## src/rtl/conbus_mxn_pkg.sv

```systemverilog
// Shared constants, types and helpers for the conbus_mxn Wishbone crossbar.
// CTI encodings are used by masters and test code; the error FSM state type lives here too.
package conbus_mxn_pkg;

    localparam logic [2:0] CTI_CLASSIC = 3'b000;
    localparam logic [2:0] CTI_INCR    = 3'b010;
    localparam logic [2:0] CTI_EOB     = 3'b111;

    typedef enum logic {
        ERR_IDLE  = 1'b0,
        ERR_PULSE = 1'b1
    } err_state_e;

    // Ceiling log2, at least 1 so a select signal always has a bit.
    function automatic int clog2(input int value);
        int r;
        r = 0;
        for (int v = value - 1; v > 0; v = v >> 1) begin
            r++;
        end
        return (r < 1) ? 1 : r;
    endfunction

endpackage

```

## src/rtl/conbus_arb_rr.sv

```systemverilog
// Round-robin arbiter: the grant is held while the owner keeps req high, then passes
// to the next requester in circular order on the following edge.
module conbus_arb_rr
    import conbus_mxn_pkg::*;
#(
    parameter int NM = 5,
    parameter int GW = clog2(NM)
) (
    input  logic          sys_clk,
    input  logic          sys_rst,
    input  logic [NM-1:0] req,
    output logic [GW-1:0] gnt
);

    logic [GW-1:0] gnt_q;
    logic [GW-1:0] gnt_d;
    logic [GW-1:0] cand;

    // Scan from the farthest candidate down so the nearest requester after gnt_q wins.
    always_comb begin
        gnt_d = gnt_q;
        cand  = gnt_q;
        if (!req[gnt_q]) begin
            for (int i = NM - 1; i >= 1; i--) begin
                cand = GW'((int'(gnt_q) + i) % NM);
                if (req[cand]) begin
                    gnt_d = cand;
                end
            end
        end
    end

    always_ff @(posedge sys_clk) begin
        if (sys_rst) begin
            gnt_q <= '0;
        end else begin
            gnt_q <= gnt_d;
        end
    end

    assign gnt = gnt_q;

endmodule

```

## src/rtl/conbus_mxn.sv

```systemverilog
// NM-master to NS-slave Wishbone shared bus with round-robin arbitration, base/mask decode,
// one-cycle error termination for unmapped accesses and a stalled-slave watchdog.
module conbus_mxn
    import conbus_mxn_pkg::*;
#(
    parameter int              NM         = 5,
    parameter int              NS         = 6,
    parameter logic [NS*32-1:0] SLAVE_BASE = {32'h5000_0000, 32'h4000_0000, 32'h3000_0000,
                                              32'h2000_0000, 32'h1000_0000, 32'h0000_0000},
    parameter logic [NS*32-1:0] SLAVE_MASK = {NS{32'hF000_0000}},
    parameter logic [7:0]      TIMEOUT    = 8'd255
) (
    input  logic                sys_clk,
    input  logic                sys_rst,
    input  logic [NM*32-1:0]    m_adr_i,
    input  logic [NM*32-1:0]    m_dat_i,
    input  logic [NM*3-1:0]     m_cti_i,
    input  logic [NM*4-1:0]     m_sel_i,
    input  logic [NM-1:0]       m_we_i,
    input  logic [NM-1:0]       m_cyc_i,
    input  logic [NM-1:0]       m_stb_i,
    output logic [31:0]         m_dat_o,
    output logic [NM-1:0]       m_ack_o,
    output logic [NM-1:0]       m_err_o,
    output logic [31:0]         s_adr_o,
    output logic [31:0]         s_dat_o,
    output logic [2:0]          s_cti_o,
    output logic [3:0]          s_sel_o,
    output logic                s_we_o,
    output logic [NS-1:0]       s_cyc_o,
    output logic [NS-1:0]       s_stb_o,
    input  logic [NS*32-1:0]    s_dat_i,
    input  logic [NS-1:0]       s_ack_i,
    input  logic [NS-1:0]       s_err_i,
    output logic [NS-1:0]       slave_selected
);

    localparam int GW = clog2(NM);

    logic [GW-1:0] gnt;
    logic [31:0]   adr_a [NM];
    logic [31:0]   wdat_a [NM];
    logic [2:0]    cti_a [NM];
    logic [3:0]    sel_a [NM];
    logic [31:0]   rdat_a [NS];
    logic [NS-1:0] dec_raw;
    logic [NS-1:0] hit;
    logic          cyc;
    logic          stb;
    logic          ack;
    logic          err;
    logic          unmapped;
    logic          pending;
    logic          wd_expire;
    logic [7:0]    wd_q;
    logic [7:0]    wd_d;
    err_state_e    err_q;
    err_state_e    err_d;

    conbus_arb_rr #(
        .NM (NM),
        .GW (GW)
    ) u_arb (
        .sys_clk (sys_clk),
        .sys_rst (sys_rst),
        .req     (m_cyc_i),
        .gnt     (gnt)
    );

    for (genvar k = 0; k < NM; k++) begin : g_master
        assign adr_a[k]  = m_adr_i[32*k +: 32];
        assign wdat_a[k] = m_dat_i[32*k +: 32];
        assign cti_a[k]  = m_cti_i[3*k +: 3];
        assign sel_a[k]  = m_sel_i[4*k +: 4];
    end

    assign s_adr_o = adr_a[gnt];
    assign s_dat_o = wdat_a[gnt];
    assign s_cti_o = cti_a[gnt];
    assign s_sel_o = sel_a[gnt];
    assign s_we_o  = m_we_i[gnt];
    assign cyc     = m_cyc_i[gnt];
    assign stb     = m_stb_i[gnt];

    for (genvar i = 0; i < NS; i++) begin : g_slave
        assign dec_raw[i] = (s_adr_o & SLAVE_MASK[32*i +: 32]) ==
                            (SLAVE_BASE[32*i +: 32] & SLAVE_MASK[32*i +: 32]);
        assign rdat_a[i]  = s_dat_i[32*i +: 32];
    end

    // Isolate the lowest set bit so overlapping windows resolve to the lowest slave index.
    assign hit = dec_raw & (~dec_raw + NS'(1));

    assign s_cyc_o        = hit & {NS{cyc}};
    assign s_stb_o        = hit & {NS{stb}};
    assign slave_selected = hit & {NS{cyc}};

    always_comb begin
        m_dat_o = '0;
        for (int i = 0; i < NS; i++) begin
            if (hit[i]) begin
                m_dat_o = rdat_a[i];
            end
        end
    end

    assign ack      = |(s_ack_i & hit);
    assign err      = ((|(s_err_i & hit)) | (err_q == ERR_PULSE)) & ~ack;
    assign unmapped = cyc & stb & ~(|hit);

    always_comb begin
        m_ack_o = '0;
        m_err_o = '0;
        if (!sys_rst) begin
            m_ack_o[gnt] = ack;
            m_err_o[gnt] = err;
        end
    end

    // Anything but a live, unterminated mapped access clears the count; a grant change
    // is covered because the previous owner's cyc is low in the cycle it happens.
    assign pending = cyc & stb & (|hit) & ~ack & ~err;

    always_comb begin
        wd_d      = '0;
        wd_expire = 1'b0;
        if (pending && (TIMEOUT != 8'd0)) begin
            if (wd_q == TIMEOUT - 8'd1) begin
                wd_expire = 1'b1;
            end else begin
                wd_d = wd_q + 8'd1;
            end
        end
    end

    // A pulse always lasts exactly one cycle and is followed by at least one quiet cycle.
    always_comb begin
        err_d = ERR_IDLE;
        case (err_q)
            ERR_IDLE:  err_d = (unmapped || wd_expire) ? ERR_PULSE : ERR_IDLE;
            ERR_PULSE: err_d = ERR_IDLE;
        endcase
    end

    always_ff @(posedge sys_clk) begin
        if (sys_rst) begin
            err_q <= ERR_IDLE;
            wd_q  <= '0;
        end else begin
            err_q <= err_d;
            wd_q  <= wd_d;
        end
    end

endmodule

```

## config.mk

```make
export PLATFORM = sky130hd
export DESIGN_NAME = conbus_mxn
export DESIGN_NICKNAME = d
export VERILOG_FILES = /design/src/rtl/conbus_mxn_pkg.sv /design/src/rtl/conbus_arb_rr.sv /design/src/rtl/conbus_mxn.sv
export SDC_FILE = /design/constraint.sdc
export NUM_CORES = 1
export LEC_CHECK = 0
export ABC_CLOCK_PERIOD_IN_PS = 4700
export BUFFER_PORTS_ARGS = -buffer_cell sky130_fd_sc_hd__buf_2
export CAP_MARGIN = 20
export CORE_AREA = 2 2 279 281
export CTS_CLUSTER_SIZE = 20
export DETAILED_ROUTE_END_ITERATION = 8
export DIE_AREA = 0 0 281 283
export REMOVE_ABC_BUFFERS = 1
export SETUP_SLACK_MARGIN = 0.05
export SLEW_MARGIN = 20
export SYNTH_ARGS = -nofsm -noshare
export SYNTH_HDL_FRONTEND = slang
export SYNTH_SLANG_ARGS = --single-unit
export TNS_END_PERCENT = 100
```

## constraint.sdc

```tcl
create_clock -name sys_clk -period 4.7 [get_ports sys_clk]
set_input_delay 0.94 -clock sys_clk [delete_from_list [all_inputs] [get_ports sys_clk]]
set_output_delay 0.94 -clock sys_clk [all_outputs]
set_load 0.03 [all_outputs]
```

==> results.ini, run 1 <==
[outcome]
status = finished, final reports clean

[detailed_routing]
ant_nets = 0
drt-total-wl_mm = 58.02
met1_length_mm = 21.99
topRoutingLayerUsed = met5
vias_per_cell = 4.119
first_pass_iters = 5
wl_per_cell_um = 21.68
drt_iter0_drc = 565
met2_length_mm = 29.31
num_vias = 11020
dr_wl_met3_mm = 3.834
drc = 0

[critical_path]
start_kind = input port
path_common_cell = buf_2
worst-path-max-fanout = 10
r2r_cells = 15
critPathArrivalTime_ns = 3.39
r2r-end = u_arb.gnt[2]
cp.required_ns = 3.76
critical_path_class = input port to primary output
reg2reg_from = u_arb.gnt[1]
cp-startpoint = m_adr_i[62]
endpoint_kind = primary output
crit_chain = buf_2, nor2b_1, o21a_1, o21ai_2, nand3_1, nor2_4, a211oi_1, a21boi_1, and3_1, buf_2
cp_slowest_cell = o21ai_2
setup.worst_path.end = m_err_o[2]
regToRegSetupSlack_ns = 0.63
critPathMaxStageDelay_ns = 0.48

[flow_run]
drv_cap = 0

[synth]
ys_top_cells_by_count = o22ai_1 (141), a21oi_1 (123), nand2_1 (123), mux2i_1 (82), clkbuf_1 (77)
syn_area_per_cell_um2 = 6.498
synth_edf_count = 0
synth_top_family_by_area = compound AO/OA/AOI/OAI gates
synthMuxAreaShare_pct = 13.85
synthXorXnorAreaFrac_pct = 2.429
synthArstFlopShare_pct = 0
syn_area_um2 = 6440
yosys_warnings = 0
ys_seq_elements = 12
ys.flop_type = dfxtp_1
synthCells = 991
synth.most_common_cell = o22ai_1
synth_cell_types = 78
post_synth_main_area_contributors = o22ai_1 (14%), mux2i_1 (13%), a21oi_1 (9.6%), a21boi_0 (8.3%), nand2_1 (7.2%)
ys_seq_area_share_pct = 3.730
yosysTopAreaCellShare_pct = 13.70
synth_fa_ha_area_share_pct = 4.080
synth-compound-area-share_pct = 50.36
synth_top_area_cell = o22ai_1
synth-simple-area-share_pct = 17.29

[place]
place_ws_ns = 0.3289
gp_congestion = 0.9647
io_buffers = 707
dp_hpwl_mm = 50.92

[clocking]
clk_path_buf_depth = 2
cts.clk_slew.worst_paths_ns = 0.04
h-tree-depth = 1
cts_sinks = 12
cts_repair_resize_count = 0
cts_setup_buffers = 0
cts-buffers-inserted = 3
cts_root_buffer = clkbuf_16
clk_latency_ns = 0.24
cts_hold_buffers = 0
cts_tree = done

[sta]
worst-slew-pin-transition_ns = 0.7745
maxSlewHeadroom_pct = 48.37
setup_viol = 0
drv_slew = 0
finalCritPeriodShare_pct = 92.20
layout_min_cycle_time_ns = 4.334
hold_ws_ns = 0.4291
clock.fmax_mhz = 230.8
finClkSkew_ns = 0.0003896
fin_tns_setup_ns = 0
setup_slack_ns = 0.3665
hold_viol = 0
rsz0062_at_grt = false

[worst_hold_path]
hp-class = flop to flop
min_from = err_q

[layout]
syn_to_final_growth_pct = 74.86
fin_util_pct = 14.68
multi_input_area_um2 = 5714
drive_gt1_share_pct = 48.09
regArea_um2 = 251.5
nNetsFinal = 2218
n_fill_cell = 8844

[global_route]
antenna_found_initial = 50
grt_max_degree = 134
grt_pass1_vias = 10280
grt.overflow.total = 0
grtUsageTotal_pct = 13.61
grt_pass1_wl_mm = 76.71

[die]
boundaryPins = 708
fp-row-count = 102
die_x_um = 281
initial_core_util_pct = 8.396
die_height_um = 283
core_area_um2 = 76700
die_area_um2 = 79520

[pwr]
p_leak_nw = 5.190
power_mw = 6.447
vdd_drop_max_mv = 0.2824
power.density_nw_per_um2 = 572.5

==> cells by family after synthesis <==
logic type / count (synthesis)
and+or+nand+nor: 246
DFF: 12
xor gates and xnor gates: 14
AOI/OAI and AO/OA: 484
adders and majority gates: 21
buffers and inverters: 128
muxes: 86
==> metrics by stage <==
step | std cells | area [µm²]
after global routing | 2673 | 11250
after detailed placement | 2656 | 11140
final | 2676 | 11260
after global placement | 2656 | 11140
after floorplan | 884 | 5992
after CTS | 2660 | 11220
==> layout make-up <==
class                           instances  share of cell area, %
Antenna cell                           16                 0.3556
Clock inverter                          1                0.03333
Inverter                               21                 0.7667
Sequential cell                        12                  2.233
Timing Repair Buffer                  732                  33.64
Clock buffer                            3                 0.6667
Multi-Input combinational cell        851                  50.74
Tap cell                             1040                  11.56
==> flip-flops by register name, summed over array words and instances, names as in the netlist <==
signal     flops
err_q          1
u_arb.gnt      3
wd_q           8
==> per-layer routing <==
layer	up-vias	track usage (%)
met2	758	25.65
met4	4	5.602
met1	5006	15.11
met5	-	0
met3	140	1.839
li1	5115	-
==> worst min path at each step <==
stage               endpoint  depth (start not counted)
floorplan              err_q                          1
global placement       err_q                          1
detailed placement     err_q                          1
CTS                    err_q                          1
global route           err_q                          1
finish                 err_q                          1
==> power by group <==
part | switching [mW] | internal (mW) | total (mW)
logic | 4.21 | 1.90 | 6.11
registers | 0.0598 | 0.120 | 0.180
clock network | 0.0449 | 0.112 | 0.157
==> cells in the final DEF (no fill, tap or decap), drive strengths merged, types with 8 or more instances in the layout <==
cell	instances
nor2b	12
ha	21
diode	16
o22ai	142
a221oi	36
buf	732
o21ai	20
mux2i	82
and3	11
xnor2	8
a21boi	73
nand3	12
inv	21
a21oi	125
dfxtp	12
nand2	124
nor2	40
a22oi	33
nor3	20
==> worst max-delay path, delay by kind of cell <==
kind	cells	cell delay [ns]
AOI/OAI and AO/OA	4	1.22
and+or+nand+nor	4	0.92
buffers and inverters	2	0.29
Note: power is estimated with default switching activity, not from simulation.
==> run 2: changes to the inputs <==
- BUFFER_PORTS_ARGS: -buffer_cell sky130_fd_sc_hd__buf_2 -> -buffer_cell sky130_fd_sc_hd__clkbuf_2
==> results.ini, run 2 (synthesis gave the netlist of run 1 again) <==
[pwr]
p_clk_share_pct = 2.4  ; about the same
vdd_drop_max_mv = 0.2199  ; was 0.2824 mV
power_mw = 6.497  ; was 6.447 mW
pwr-share-seq_pct = 2.8  ; about the same
p_leak_nw = 5.353  ; was 5.190 nW
p_sw_mw = 4.352  ; was 4.311 mW
p_int_mw = 2.145  ; was 2.136 mW
power.density_nw_per_um2 = 574.3  ; was 572.5 nW/µm²
netSwitchingFraction_pct = 66.99  ; was 66.87%
pwr-share-comb_pct = 94.7  ; was 94.8%

[detailed_routing]
first_pass_iters = 5  ; unchanged
ant_nets = 0  ; unchanged
drt_iter0_drc = 561  ; was 565
num_vias = 11060  ; was 11.02k
drc = 0  ; unchanged
wl_per_cell_um = 21.65  ; was 21.68 µm
drt-total-wl_mm = 58.10  ; was 58.02 mm
vias_per_cell = 4.120  ; was 4.119

[layout]
syn_to_final_growth_pct = 75.66  ; was 74.86%
drive_gt1_share_pct = 48.41  ; was 48.09%
finalInstanceArea_um2 = 11310  ; was 11260 µm²
stdcell_count = 2684  ; was 2676
nNetsFinal = 2230  ; was 2218
fin_util_pct = 14.75  ; was 14.68%
layout_common_cells = clkbuf_2 (707), o22ai_1 (141), a21oi_1 (123)  ; was buf_2 (707), o22ai_1 (141), a21oi_1 (123)
largest_register_ffs = 8  ; unchanged
top_register = wd_q  ; unchanged
final_common_cell = clkbuf_2  ; was buf_2
n_fill_cell = 8892  ; was 8844

[clocking]
cts-buffers-inserted = 3  ; unchanged
cts_repair_resize_count = 0  ; unchanged
cts_tree = done  ; unchanged
cts_sinks = 12  ; unchanged
h-tree-depth = 1  ; unchanged
cts.clk_slew.worst_paths_ns = 0.04  ; about the same
cts_hold_buffers = 0  ; unchanged
clk_latency_ns = 0.24  ; about the same
cts_root_buffer = clkbuf_16  ; unchanged
cts_setup_buffers = 0  ; unchanged
clk_path_buf_depth = 2  ; unchanged

[critical_path]
reg2reg_from = u_arb.gnt[2]  ; was u_arb.gnt[1]
critPathMaxStageDelay_ns = 0.49  ; was 0.48 ns
start_kind = flop  ; was input port
crit_buf_inv = 5  ; was 2
critPathArrivalTime_ns = 3.55  ; was 3.39 ns
setup.worst_path.end = m_dat_o[0]  ; was m_err_o[2]
r2r-end = u_arb.gnt[1]  ; was u_arb.gnt[2]
critical_path_class = flop to primary output  ; was input port to primary output
regToRegSetupSlack_ns = 0.59  ; was 0.63 ns
worst-path-max-fanout = 19  ; was 10
path_common_cell = buf_4  ; was buf_2
cp.required_ns = 3.76  ; about the same
path_depth = 13  ; was 10
cp-startpoint = u_arb.gnt[1]  ; was m_adr_i[62]
cp_slowest_cell = dfxtp_4  ; was o21ai_2
crit_family = compound AO/OA/AOI/OAI gates  ; unchanged
r2r_cells = 14  ; was 15
endpoint_kind = primary output  ; unchanged
crit_chain = buf_4, nor3_1, o32ai_1, o21ai_2, buf_4, inv_2, nor2_1, nand2_2, buf_4, a21oi_1, a221oi_1, nand2_1, clkbuf_2  ; was buf_2, nor2b_1, o21a_1, o21ai_2, nand3_1, nor2_4, a211oi_1, a21boi_1, and3_1, buf_2

[die]
die_height_um = 283  ; unchanged
core_area_um2 = 76700  ; unchanged
die_x_um = 281  ; unchanged
fp-row-count = 102  ; unchanged
die_area_um2 = 79520  ; unchanged
boundaryPins = 708  ; unchanged
initial_core_util_pct = 8.396  ; unchanged

[place]
gp_congestion = 0.9535  ; was 0.9647
dp.cells = 2668  ; was 2656
dp_hpwl_mm = 51.34  ; was 50.92 mm
place_ws_ns = 0.3311  ; was 0.3289 ns
io_buffers = 707  ; unchanged
post_dp_cell_area_um2 = 11200  ; was 11140 µm²

[sta]
maxSlewHeadroom_pct = 46.90  ; was 48.37%
clock.fmax_mhz = 222.6  ; was 230.8 MHz
finClkSkew_ns = 0.0003329  ; was 0.0003896 ns
layout_min_cycle_time_ns = 4.493  ; was 4.334 ns
fin_tns_setup_ns = 0  ; unchanged
hold_viol = 0  ; unchanged
setup_slack_ns = 0.2070  ; was 0.3665 ns
worst-slew-pin-transition_ns = 0.7965  ; was 0.7745 ns
finalCritPeriodShare_pct = 95.60  ; was 92.20%
drv_slew = 0  ; unchanged
setup_viol = 0  ; unchanged
rsz0062_at_grt = false  ; unchanged
hold_ws_ns = 0.4374  ; was 0.4291 ns

[global_route]
grt.overflow.total = 0  ; unchanged
grt_pass1_wl_mm = 77.09  ; was 76.71 mm
grt_pass1_vias = 10450  ; was 10.28k
antenna_found_initial = 36  ; was 50
grt_max_degree = 138  ; was 134
grtUsageTotal_pct = 13.66  ; was 13.61%

[outcome]
status = finished, final reports clean  ; unchanged

[worst_hold_path]
hp-class = flop to flop  ; unchanged
min_from = err_q  ; unchanged

[flow_run]
drv_cap = 0  ; unchanged

[run 2: cell types whose count changed in the layout (fill, tap and decap cells not counted), sizes merged]
cell	delta
clkbuf	+708
buf	-695
diode	-4
clkinv	-1
[run 2: worst min-delay path by stage]
stage / endpoint / slack (ns) / cells after the start
finish: err_q / 0.44 / 1
global route: err_q / 0.47 / 1
CTS: err_q / 0.44 / 1
detailed placement: err_q / 0.43 / 1
global placement: err_q / 0.44 / 1
floorplan: err_q / 0.40 / 1
[run 2: cell type report]
| class | instances | area (µm²) | share of cell area (%) |
|---|---|---|---|
| multi-input cells | 851 | 5710 | 50.48 |
| repair buffers | 744 | 3854 | 34.07 |
| well taps | 1040 | 1301 | 11.50 |
| flip-flops and latches | 12 | 251.5 | 2.223 |
| inverters | 21 | 86.33 | 0.7632 |
| clock buffers | 4 | 78.83 | 0.6968 |
| diodes | 12 | 30.03 | 0.2655 |
[run 2: layer usage]
layer  share of wire, %  global-route usage [%]  wire length, µm  vias up
li1                   -                       -                -     5131
met1                 38                   15.28            22290     5055
met2                 50                   25.65            29240      747
met3                6.6                   1.707             3814      122
met4                4.7                   5.709             2751        2
met5              0.017                       0               10        -
[run 2: power by group through the flow]
stage                     sequential (mW)  clock, mW  combinational, mW
after global routing                0.192      0.168               6.60
final                               0.185      0.159               6.15
after detailed placement            0.188          0               6.20
after CTS                           0.187      0.162               6.21
after floorplan                     0.301          0               3.76
after global placement              0.190          0               6.16
